<file path="src/rtl/branch_unit_bht.sv">
// Branch resolution unit with a direct-mapped BHT of 2-bit saturating counters.
// Resolves RV32/RV64 conditional branches, trains the BHT on every resolved
// branch and reports registered resolve/mispredict pulses plus statistics.
module branch_unit_bht #(
    parameter int         XLEN        = 32,
    parameter int         BHT_ENTRIES = 64,
    parameter logic [1:0] CNT_INIT    = 2'b01,
    parameter int         STAT_W      = 32
) (
    input  logic              clk,
    input  logic              rst,
    input  logic [XLEN-1:0]   pred_pc,
    output logic              pred_taken,
    input  logic              res_valid,
    input  logic [XLEN-1:0]   res_pc,
    input  logic [XLEN-1:0]   A,
    input  logic [XLEN-1:0]   B,
    input  logic              Branch,
    input  logic [2:0]        funct3,
    input  logic              res_pred_taken,
    output logic              BrTaken,
    output logic              res_taken_q,
    output logic              res_done_q,
    output logic              mispredict_q,
    output logic [STAT_W-1:0] branch_cnt,
    output logic [STAT_W-1:0] mispred_cnt
);

    localparam int IDX_W = $clog2(BHT_ENTRIES);

    localparam logic [2:0] F3_BEQ  = 3'b000;
    localparam logic [2:0] F3_BNE  = 3'b001;
    localparam logic [2:0] F3_BLT  = 3'b100;
    localparam logic [2:0] F3_BGE  = 3'b101;
    localparam logic [2:0] F3_BLTU = 3'b110;
    localparam logic [2:0] F3_BGEU = 3'b111;

    // Counter storage kept in flops so the asynchronous reset reaches every entry.
    logic [1:0] bht [BHT_ENTRIES];

    logic [IDX_W-1:0] pred_idx;
    logic [IDX_W-1:0] res_idx;

    logic resolve;
    logic cmp_eq;
    logic cmp_lt_s;
    logic cmp_lt_u;
    logic cond_true;

    logic [1:0]        cur_cnt;
    logic [1:0]        next_cnt;
    logic [STAT_W-1:0] branch_cnt_next;
    logic [STAT_W-1:0] mispred_cnt_next;
    logic              mispredict;

    // PC bits outside the index field do not take part in the lookup.
    logic unused_pc_bits;
    assign unused_pc_bits = ^{pred_pc[XLEN-1:IDX_W+2], pred_pc[1:0],
                              res_pc[XLEN-1:IDX_W+2],  res_pc[1:0]};

    // Word-aligned PCs: the two low bits never select an entry.
    assign pred_idx = pred_pc[IDX_W+1:2];
    assign res_idx  = res_pc[IDX_W+1:2];

    // A resolve happens only for a valid conditional branch.
    assign resolve = res_valid & Branch;

    // Fetch-side read sees the stored value; an update this cycle lands next cycle.
    assign pred_taken = bht[pred_idx][1];

    // Full-width comparators shared by all six branch conditions.
    assign cmp_eq   = (A == B);
    assign cmp_lt_s = ($signed(A) < $signed(B));
    assign cmp_lt_u = (A < B);

    // Select the branch condition; reserved funct3 codes resolve as not taken.
    always_comb begin
        cond_true = 1'b0;
        case (funct3)
            F3_BEQ:  cond_true = cmp_eq;
            F3_BNE:  cond_true = ~cmp_eq;
            F3_BLT:  cond_true = cmp_lt_s;
            F3_BGE:  cond_true = ~cmp_lt_s;
            F3_BLTU: cond_true = cmp_lt_u;
            F3_BGEU: cond_true = ~cmp_lt_u;
            default: cond_true = 1'b0;
        endcase
    end

    assign BrTaken    = resolve & cond_true;
    assign mispredict = resolve & (BrTaken != res_pred_taken);

    // Saturating up/down step for the counter being trained.
    always_comb begin
        cur_cnt  = bht[res_idx];
        next_cnt = cur_cnt;
        if (BrTaken) begin
            if (cur_cnt != 2'b11) begin
                next_cnt = cur_cnt + 2'b01;
            end
        end else begin
            if (cur_cnt != 2'b00) begin
                next_cnt = cur_cnt - 2'b01;
            end
        end
    end

    // Statistics saturate at all-ones instead of wrapping.
    always_comb begin
        branch_cnt_next  = branch_cnt;
        mispred_cnt_next = mispred_cnt;
        if (resolve && (branch_cnt != {STAT_W{1'b1}})) begin
            branch_cnt_next = branch_cnt + STAT_W'(1);
        end
        if (mispredict && (mispred_cnt != {STAT_W{1'b1}})) begin
            mispred_cnt_next = mispred_cnt + STAT_W'(1);
        end
    end

    // Train the indexed counter on every resolve; reset returns all to CNT_INIT.
    always_ff @(posedge clk or posedge rst) begin
        if (rst) begin
            for (int i = 0; i < BHT_ENTRIES; i++) begin
                bht[i] <= CNT_INIT;
            end
        end else if (resolve) begin
            bht[res_idx] <= next_cnt;
        end
    end

    // One-cycle resolve/mispredict pulses; the outcome holds between resolves.
    always_ff @(posedge clk or posedge rst) begin
        if (rst) begin
            res_done_q   <= 1'b0;
            mispredict_q <= 1'b0;
            res_taken_q  <= 1'b0;
        end else begin
            res_done_q   <= resolve;
            mispredict_q <= mispredict;
            if (resolve) begin
                res_taken_q <= BrTaken;
            end
        end
    end

    // Performance counters.
    always_ff @(posedge clk or posedge rst) begin
        if (rst) begin
            branch_cnt  <= '0;
            mispred_cnt <= '0;
        end else begin
            branch_cnt  <= branch_cnt_next;
            mispred_cnt <= mispred_cnt_next;
        end
    end

endmodule

</file>
<file path="config.mk">
export PLATFORM = sky130hd
export DESIGN_NAME = branch_unit_bht
export DESIGN_NICKNAME = d
export VERILOG_FILES = /design/src/rtl/branch_unit_bht.sv
export SDC_FILE = /design/constraint.sdc
export NUM_CORES = 1
export LEC_CHECK = 0
export CAP_MARGIN = 20
export CORE_AREA = 2 2 203 145
export CTS_CLUSTER_DIAMETER = 120
export DETAILED_ROUTE_END_ITERATION = 7
export DIE_AREA = 0 0 205 147
export GPL_ROUTABILITY_DRIVEN = 0
export PLACE_DENSITY = 0.75
export RECOVER_POWER = 100
export SLEW_MARGIN = 15
export SYNTH_ARGS = -nofsm -noshare
export SYNTH_HDL_FRONTEND = slang
export SYNTH_SLANG_ARGS = --single-unit
</file>
<file path="constraint.sdc">
create_clock -name clk -period 13.22 [get_ports clk]
set_input_delay 1.983 -clock clk [delete_from_list [all_inputs] [get_ports clk]]
set_output_delay 1.983 -clock clk [all_outputs]
set_load 0.03 [all_outputs]
</file>
==> Word-level counts from Yosys, hierarchy flattened <==
Cells that the tools add are included.
{ "totals": {"reg_bits": 195, "input_bits": 136, "out_inout_bits": 69, "wordCells": 114} }
{ "classes": {"n_addsub": 4, "n_lt_le_gt_ge": 5, "eq_ne": 10, "mux": 13, "n_bitwise": 8, "reduce_logical": 5} }
{ "ops": {"columns": ["cell", "n"], "rows": [
  ["bitwise mux 128 bit", 1],
  ["adder 32 x 1 -> 32 bit (second input constant)", 2],
  ["< comparator 32 bit", 2],
  ["inequality test 32 bit (second input constant)", 2],
  ["equality test 32 bit", 1],
  ["binary-select mux 2 bit (select 6 bit)", 2],
  ["2-to-1 mux 2 bit", 8],
  ["greater-or-equal comparator 7 bit (second input constant)", 2],
  ["inverter 6 -> 7 bit", 2],
  ["demux 2 bit (select 6 bit)", 1],
  ["equality test 3 bit (second input constant)", 4],
  ["< comparator 7 x 1 -> 1 bit (second input constant)", 1],
  ["case mux 1 bit (6 select lines)", 1],
  ["bitwise AND 1 bit", 3],
  ["equality test 3 x 1 -> 1 bit (second input constant)", 1],
  ["logical AND 1 bit", 3],
  ["zero test 3 bit", 1],
  ["inverter 1 bit", 3],
  ["adder 2 x 1 -> 2 bit (second input constant)", 1],
  ["inequality test 2 bit (second input constant)", 1],
  ["nonzero test 2 bit", 1],
  ["subtractor 2 x 1 -> 2 bit (second input constant)", 1],
  ["inequality test 1 bit", 1]
]} }

==> Longest topological paths before layout <==
{ "depth": {"ltp_word": 8, "depth_mapped": 13, "ltp_nobuf": 10} }

==> Least setup slack after synthesis <==
OpenSTA, ideal clock, no wires.
{ "synth_timing": {"kind": "input port to output port", "startpoint": "input pred_pc[2]", "endpoint": "output pred_taken", "arrival_time_ps": 4500, "t_required_ps": 11237, "setup_slack_ps": 6737, "path_stages": 5, "n_path_buf": 2, "cell_sequence": "clkbuf_1 buf_1 mux4_2 mux4_2 mux4_2"} }
{ "synth_via": {"elab_chain_len": 4} }
{ "synth_lines": {"columns": ["item", "line_no", "text"], "rows": [
  ["start: declaration", "12", "input logic [XLEN-1:0] pred_pc,"],
  ["inverter 6 -> 7 bit (implied by the code)", "69", "assign pred_taken = bht[pred_idx][1];"],
  ["binary-select mux 2 bit (select 6 bit)", "69", null],
  ["2-to-1 mux 2 bit (implied by the code) (2 in a row)", "69", null],
  ["end: declaration", "13", "output logic pred_taken,"]
]} }
Every way passes these cells. The select of a mux whose other input is x is not followed.

==> flow_summary.yaml <==
synthesis:
  synth_area_sq_um: 11100
  synth_cells: 1167
  ys.flop_type: "dfrtp_1"
  synth-edff-count: 0
  synth.distinct_cells: 55
  synth_seq_cells: 195
  synth-seq-area-share_pct: 44.7
  syn_area_per_cell_sq_um: 9.51
  synthTopCellsByArea: "dfrtp_1 30%, dfstp_2 15%, nand2_1 8.2%"
  ys_async_sr_fraction_pct: 100
  syn_nets: 1337
  ys_warn_count: 0
  yosys.area.top_type: "dfrtp_1"
  synth_top_cell_area_share_pct: 29.5
worst_setup_path:
  cp_slowest_stage_delay_ps: 3100
  cp_num_buf_inv: 3
  worstPathRequired_ps: 13000
  crit_family: "buffers and inverters"
  slowest_stage: "clkinvlp_2"
  reg2reg_from: "bht[39]"
  critPathCaptureType: "asynchronous set/reset pin"
  cp-start-kind: "primary input"
  worstSetupPathType: "in -> async"
  crit_fanout: 127
  arrival_ps: 8330
  startpoint: "rst"
  path_cells: "dlygate4sd3_1 > clkinvlp_2 > clkbuf_1"
timing:
  setup_viol_count_final: 0
  finalCritPeriodShare_pct: 64.7
  rsz0062_at_grt: "no"
  slew_headroom_pct: -274
  hold_viol: 0
  skew_ps: 12.6
  fmaxAchievable_mhz: 117
  holdWs_ps: 467
  slew_viol_final: 329
  setup_ws_ps: 4670
  tightest_slew_ps: 5580
  min_period_ps: 8550
  finalSetupTns_ps: 0
final_layout:
  layout-drive-gt1-share_pct: 12.5
  final_common_cell: "nand2_1"
  final_cell_area_sq_um: 13500
  nets: 1464
  n_antenna_cell: 0
  mostFrequentLayoutCells: "241 x nand2_1, 142 x o21ai_0, 131 x dfrtp_1"
  area_delta_synth_final_pct: 21.8
placement:
  dp.final_hpwl_microns: 21100
  portBuffers: 152
  dp_worst_setup_slack_ps: 5770
  placed_area_sq_um: 12900
drt:
  ant_nets: 0
  post_drt_wl_per_cell_microns: 18.1
  drt-vias-per-instance: 5.55
  drt_iter0_markers: 644
  vias: 9354
  drt-total-wl_microns: 30500
  drt_pass1_iterations: 7
  drc_errors: 0
job:
  cap_violations: 5
global_route:
  grtUsageTotal_pct: 21.2
  grt_max_degree: 128
  grt_pass1_vias: 9298
  grt_pass1_wl_microns: 50000
  grt_antenna_before_repair: 1
  overflow: 0
clocking:
  cts_tree: "done"
  cts_hold_buf: 0
  cts.sinks: 195
  cts-root-buf: "clkbuf_16"
  h-tree-depth: 4
  cts_made_buffers: 17
  cts_setup_buffers: 0
  cts_buffer_depth: 2
  clk_pin_slew_ps: 70
  clk_latency_ps: 450
  postCtsResizedCells: 0
status:
  status: "complete, but fails checks"
  violations: "capacitance limit, slew limit"
floorplan:
  die_h_microns: 147
  io_pins: 205
  start_util_pct: 39.1
  rows: 52
  die_area_sq_um: 30100
  die_width_microns: 205
  design.core.area_sq_um: 28400
power_and_ir_drop:
  cellLeakagePower_nw: 5.60
  power_density_nw_per_um2: 107
  ir_worst_vdd_v: 0.0000880
hold_path:
  min-delay-start: "bht[0]"
  worstHoldPathType: "reg -> reg"
[where the power goes]
part | total [mW] | switching [mW] | internal [mW]
logic | 0.241 | 0.143 | 0.0976
clock network | 0.535 | 0.246 | 0.288
registers | 0.665 | 0.0338 | 0.631
[final cells by class]
cell class | instances | area, sq um
flip-flops and latches | 195 | 4960
inverters | 42 | 159
clock inverters | 12 | 148
repair buffers | 166 | 1590
well taps | 378 | 473
multi-input cells | 872 | 5740
clock buffers | 20 | 447
fillers | 2701 | 14800
[per-stage QoR]
stage / std cells / power [mW] / utilization [%]
after CTS: 1683 / 1.46 / 47.7
final: 1685 / 1.44 / 47.7
after global routing: 1685 / 1.50 / 47.7
after global placement: 1651 / 0.919 / 45.6
after floorplan: 1167 / 0.815 / -
after detailed placement: 1651 / 0.925 / 45.6
[per-layer routing]
metal / vias up / part of all wire (%) / track usage, %
met5: - / 0.043 / 0
met4: 2 / 0.97 / 4.24
met3: 29 / 11 / 8.01
met2: 323 / 44 / 31.4
met1: 4581 / 44 / 29.7
li1: 4419 / - / -
[cell usage after synthesis, drive strengths merged (3+ instances only)]
library cell and n:
a211oi 3, a21boi 3, a21oi 23, a221oi 7, a22o 7, a22oi 11, and2 8, and3 15
and4 11, buf 37, clkbuf 21, dfrtp 131, dfstp 64, ha 34, inv 42, mux2 19
mux2i 43, mux4 29, nand2 241, nand2b 3, nand3 50, nand4 19, nand4b 3, nor2 33
nor2b 8, nor3 35, nor3b 6, nor4 25, o211ai 5, o21ai 145, xnor2 55, xor2 8
[worst min-delay path: stages, from the launching register on]
cell and delay [ps]:
dfstp_2 370, nand2_1 40, o21ai_1 50
[sequential cells by signal, indices dropped and copies added (netlist names)]
name	cells
mispred_cnt	32
res_done_q	1
mispredict_q	1
bht	128
res_taken_q	1
branch_cnt	32
[kinds of logic (layout without fill, tap and decap cells)]
group / after synthesis / count (layout) / share of synthesized area [%]
fa+ha+maj: 36 / 36 / 4.06
xor+xnor: 63 / 63 / 4.97
mux: 91 / 91 / 11.7
flops: 195 / 195 / 44.7
compound gates: 218 / 218 / 11.2
simple gates: 464 / 464 / 19.6
buf+inv: 100 / 240 / 3.78
[final timing paths]
path / endpoint / slack, ps / cells after the start
max: bht[85] / 4670 / 3
min: bht[0] / 470 / 2
max reg2reg: bht[22] / 8850 / 7
min reg2reg: bht[0] / 470 / 2
max in group clk: BrTaken / 5800 / 11
min in group asynchronous: branch_cnt[1] / 3710 / 2
(Power assumes the default switching activity.)
==> RTL edit 1: new RTL, same flow settings <==
The output `mispredict_q` loses its register stage (`mispredict_q` becomes a continuous assignment).
--- a/src/rtl/branch_unit_bht.sv
+++ b/src/rtl/branch_unit_bht.sv
@@ -132,16 +132,16 @@
     always_ff @(posedge clk or posedge rst) begin
         if (rst) begin
             res_done_q   <= 1'b0;
-            mispredict_q <= 1'b0;
             res_taken_q  <= 1'b0;
         end else begin
             res_done_q   <= resolve;
-            mispredict_q <= mispredict;
             if (resolve) begin
                 res_taken_q <= BrTaken;
             end
         end
     end
+
+    assign mispredict_q = mispredict;
 
     // Performance counters.
     always_ff @(posedge clk or posedge rst) begin
Behaviour: not the same (Yosys sat finds a counterexample within 4 cycles, from zero or initial values and one cycle with rst high).
==> RTL edit 1 against the original RTL <==
The run still ends with max-capacitance violations, max-slew violations left; via count is the same; final cell count about the same; register-to-register slack got worse by 240 ps; sequential power is essentially flat; area after synthesis decreased by 0.23%; core utilization is 0.13 points higher; wire length is 2.2% higher; setup slack worse by 510 ps; power increased by 2.9%; die area stayed put; cell area grew 0.27%; sequential cell count down 1; largest power group unchanged; highest routed layer unchanged.
==> RTL edit 1: results (changes against the original RTL) <==
Route
  • DR iter-0 viols: 805 (was 644)
  • Avg WL per Cell: 18.5 um (was 18.1 um)
  • Via density: 5.55 (about the same)
  • Wire length on met2: 13.5 mm (was 13.6 mm)
  • Wire length on met3: 2.94 mm (was 3.30 mm)

Finish
  • Share of layout cells above drive strength 1: 12.4% (was 12.5%)
  • FF/Latch Area: 4930 um2 (was 4960 um2)
  • Fill count: 2626 (was 2701)
  • Area of the multi-input gates: 5740 um2 (about the same)
  • Final Cell Area: 13600 um2 (was 13500 um2)
  • Non-clk buf share: 11.8% (about the same)

Logic synthesis
  • Sequential share of the synthesized area: 44.6% (was 44.7%)
  • Compound-gate portion of the synthesized area: 11.2% (about the same)
  • Adder-cell share of the synthesized area: 4.07% (was 4.06%)
  • Number of synthesized register bits: 194 (was 195)
  • Synth cell count leaders: 241 x nand2_1, 130 x dfrtp_1, 80 x o21ai_0 (was 241 x nand2_1, 131 x dfrtp_1, 80 x o21ai_0)

Run status
  • Status: complete, but fails checks (unchanged)
  • Failing checks: max-capacitance violations, max-slew violations (unchanged)

Global route
  • Global-route met1 utilization: 30.7% (was 29.7%)
  • GR Util met3: 6.46% (was 8.01%)
  • Largest net degree at the start of global routing: 147 (was 128)
  • Global-route wire length before repair: 50.0 mm (about the same)
  • Number of global-route vias before repair: 9204 (was 9298)

Hold path
  • Hold path startpoint: bht[70]$_DFFE_PP1P_ (was bht[0]$_DFFE_PP1P_)

Placed design
  • Pre-CTS setup slack: 5500 ps (was 5770 ps)
  • HPWL Detailed: 21.2 mm (was 21.1 mm)
  • Placed Area: 12900 um2 (about the same)

Setup path
  • Max FO, Critical Path: 32 (was 127)
  • FF-to-FF End: bht[122]$_DFFE_PP1P_ (was bht[22]$_DFFE_PP1P_)
  • Crit path DAT: 7080 ps (was 8330 ps)
  • Worst r2r src: bht[35]$_DFFE_PP0P_ (was bht[39]$_DFFE_PP0P_)

Power and ir drop
  • Total power: 1.48 mW (was 1.44 mW)

Job
  • Max_cap viols: 4 (was 5)

STA
  • Final Critical Period: 9060 ps (was 8550 ps)
  • Slew Viols, Final: 264 (was 329)
  • WHS: 469 ps (was 467 ps)
  • Clk_skew: 13.4 ps (was 12.6 ps)
-- RTL edit 1: kinds of logic after synthesis --
group	count (synthesis)
xor+xnor	63
buf+inv	100
mux	91
simple gates	464
flops	194
compound gates	218
fa+ha+maj	36
-- RTL edit 1: worst max-delay path by stage --
stage | endpoint | startpoint | cells past startpoint
after floorplan | bht[101]$_DFFE_PP0P_ | rst | 1
after global placement | mispredict_q | B[23] | 13
after detailed placement | mispredict_q | B[31] | 13
after CTS | mispredict_q | B[31] | 13
after global routing | bht[53]$_DFFE_PP0P_ | rst | 3
final | mispredict_q | B[31] | 13
-- RTL edit 1: critical path, cell delays in order --
cell and delay (ps):
dlygate4sd3_1 520, inv_1 50, ha_1 330, nand4_1 280, nor2_1 90, a221oi_1 590
a211o_1 230, nand4_1 200, nor2_4 120, clkbuf_1 1610, xnor2_1 140, nor2_1 160
dlygate4sd3_1 760
==> RTL edit 2: new RTL, config.mk and constraints unchanged <==
Without the edit above. Change the parameter `BHT_ENTRIES` from 64 to 32.
--- a/src/rtl/branch_unit_bht.sv
+++ b/src/rtl/branch_unit_bht.sv
@@ -3,7 +3,7 @@
 // branch and reports registered resolve/mispredict pulses plus statistics.
 module branch_unit_bht #(
     parameter int         XLEN        = 32,
-    parameter int         BHT_ENTRIES = 64,
+    parameter int         BHT_ENTRIES = 32,
     parameter logic [1:0] CNT_INIT    = 2'b01,
     parameter int         STAT_W      = 32
 ) (
Behaviour: not the same (a bounded check fails within 4 cycles, from zero or initial values and one cycle with rst high).
==> RTL edit 2 against the original RTL <==
The run still ends with max-capacitance violations, max-slew violations left; wire length is 36% lower; sequential cell count down 64; power shrank 14%; area after synthesis fell by 33%; fmax up 9.5%; die area unchanged; setup slack better by 740 ps; cell area is 27% lower; critical path type is now in2out; largest power group unchanged.
==> RTL edit 2: results (changes against the original RTL) <==
Run status
  • Status: complete, but fails checks (unchanged)
  • Failing checks: max-capacitance violations, max-slew violations (unchanged)

Route
  • DR iter-0 viols: 332 (was 644)
  • Via count: 6071 (was 9354)
  • Avg WL per Cell: 15.3 um (was 18.1 um)
  • Pre-antenna DRT Iters: 5 (was 7)

Finish
  • Fill count: 2864 (was 2701)
  • Share of layout cells above drive strength 1: 11.9% (was 12.5%)
  • Top flop regs: bht: 64 flops, branch_cnt: 32 flops, mispred_cnt: 32 flops (was bht: 128 flops, branch_cnt: 32 flops, mispred_cnt: 32 flops)

Setup path
  • Slowest CP cell: a21oi_1 (was clkinvlp_2)
  • FF-to-FF End: bht[59]$_DFFE_PP0P_ (was bht[22]$_DFFE_PP1P_)
  • Flop2flop setup slack: 9900 ps (was 8850 ps)
  • Worst Setup SP: B[31] (was rst)
  • Max incr delay on CP: 820 ps (was 3100 ps)
  • R2R cell count: 8 (was 7)
  • Max FO, Critical Path: 7 (was 127)

Logic synthesis
  • Multiplexer area fraction after synthesis: 8.97% (was 11.7%)
  • Synth cell count leaders: 99 x dfrtp_1, 77 x nand2_1, 75 x nor2_1 (was 241 x nand2_1, 131 x dfrtp_1, 80 x o21ai_0)
  • Adder-cell share of the synthesized area: 5.75% (was 4.06%)
  • Sequential share of the synthesized area: 44.9% (was 44.7%)
  • Main area contributors after synthesis: dfrtp_1 34%, dfstp_2 11%, mux4_2 7.9% (was dfrtp_1 30%, dfstp_2 15%, nand2_1 8.2%)
  • Post-Synth XOR/XNOR Area: 7.35% (was 4.97%)

STA
  • Period utilization: 59.1% (was 64.7%)
  • Slew Viols, Final: 134 (was 329)

Placed design
  • I/O Buffers: 150 (was 152)
  • Pre-CTS setup slack: 5970 ps (was 5770 ps)

Global route
  • Global-route wire length before repair: 32.2 mm (was 50.0 mm)
  • Initial antenna violation count: 0 (was 1)
  • All-layer global routing usage: 13.7% (was 21.2%)
  • GR Util met3: 5.37% (was 8.01%)
  • Largest net degree at the start of global routing: 74 (was 128)
  • M2 GR Usage: 20.4% (was 31.4%)

Hold path
  • Hold path startpoint: bht[40]$_DFFE_PP1P_ (was bht[0]$_DFFE_PP1P_)

Job
  • Max_cap viols: 2 (was 5)

Power and ir drop
  • Leakage: 4.19 nW (was 5.60 nW)
  • VDD IR-drop max: 0.0000973 V (was 0.0000880 V)

Clock network
  • Clk_lat worst skew: 430 ps (was 450 ps)
-- RTL edit 2: power by group --
| group | internal, mW | leakage (nW) | switching, mW |
|---|---|---|---|
| sequential | 0.458 | 1.64 | 0.0452 |
| clock | 0.298 | 0.280 | 0.181 |
| combinational | 0.117 | 2.27 | 0.138 |
-- RTL edit 2: kinds of logic after synthesis --
| family | count (synthesis) |
|---|---|
| AND/OR/NAND/NOR | 285 |
| XOR/XNOR | 62 |
| buffers and inverters | 71 |
| flip-flops | 131 |
| AO/OA/AOI/OAI | 123 |
| adder cells (fa/ha/maj) | 34 |
| multiplexers | 32 |
-- RTL edit 2: stage by stage --
step | instances | hold slack [ps] | util (%) | cell area [um2]
6_report | 1274 | 473 | 34.7 | 9850
3_3_place_gp | 1241 | 462 | 32.8 | 9290
4_1_cts | 1273 | 478 | 34.9 | 9890
5_1_grt | 1274 | 498 | 34.7 | 9850
3_5_place_dp | 1241 | 470 | 32.8 | 9290
2_1_floorplan | 738 | 455 | - | 7390
-- RTL edit 2: area by class of cell --
class	instances	share of cell area (%)
clock buffer	25	5.03
tap	378	4.80
sequential	131	33.7
timing repair buffer	157	15.7
inverter	40	1.54
multi-input combinational	536	38.3
clock inverter	7	1.02
-- RTL edit 2: worst min-delay path by stage --
stage | endpoint | slack (ps)
floorplan | bht[10]$_DFFE_PP1P_ | 450
global placement | bht[46]$_DFFE_PP1P_ | 460
detailed placement | bht[2]$_DFFE_PP1P_ | 470
CTS | bht[2]$_DFFE_PP1P_ | 480
global route | bht[4]$_DFFE_PP1P_ | 500
finish | bht[40]$_DFFE_PP1P_ | 470
-- RTL edit 2: metal layers --
metal / vias up / routed length, um
met5: - / 0
met4: 0 / 194
met3: 15 / 1430
met2: 178 / 8840
met1: 2961 / 9040
li1: 2917 / -
-- RTL edit 2: critical path, delay by kind of cell --
kind | cells | cell delay, ps
xor gates and xnor gates | 1 | 190
and+or+nand+nor | 4 | 1120
adders and majority gates | 1 | 330
AOI/OAI and AO/OA | 2 | 890
buffers and inverters | 3 | 1310
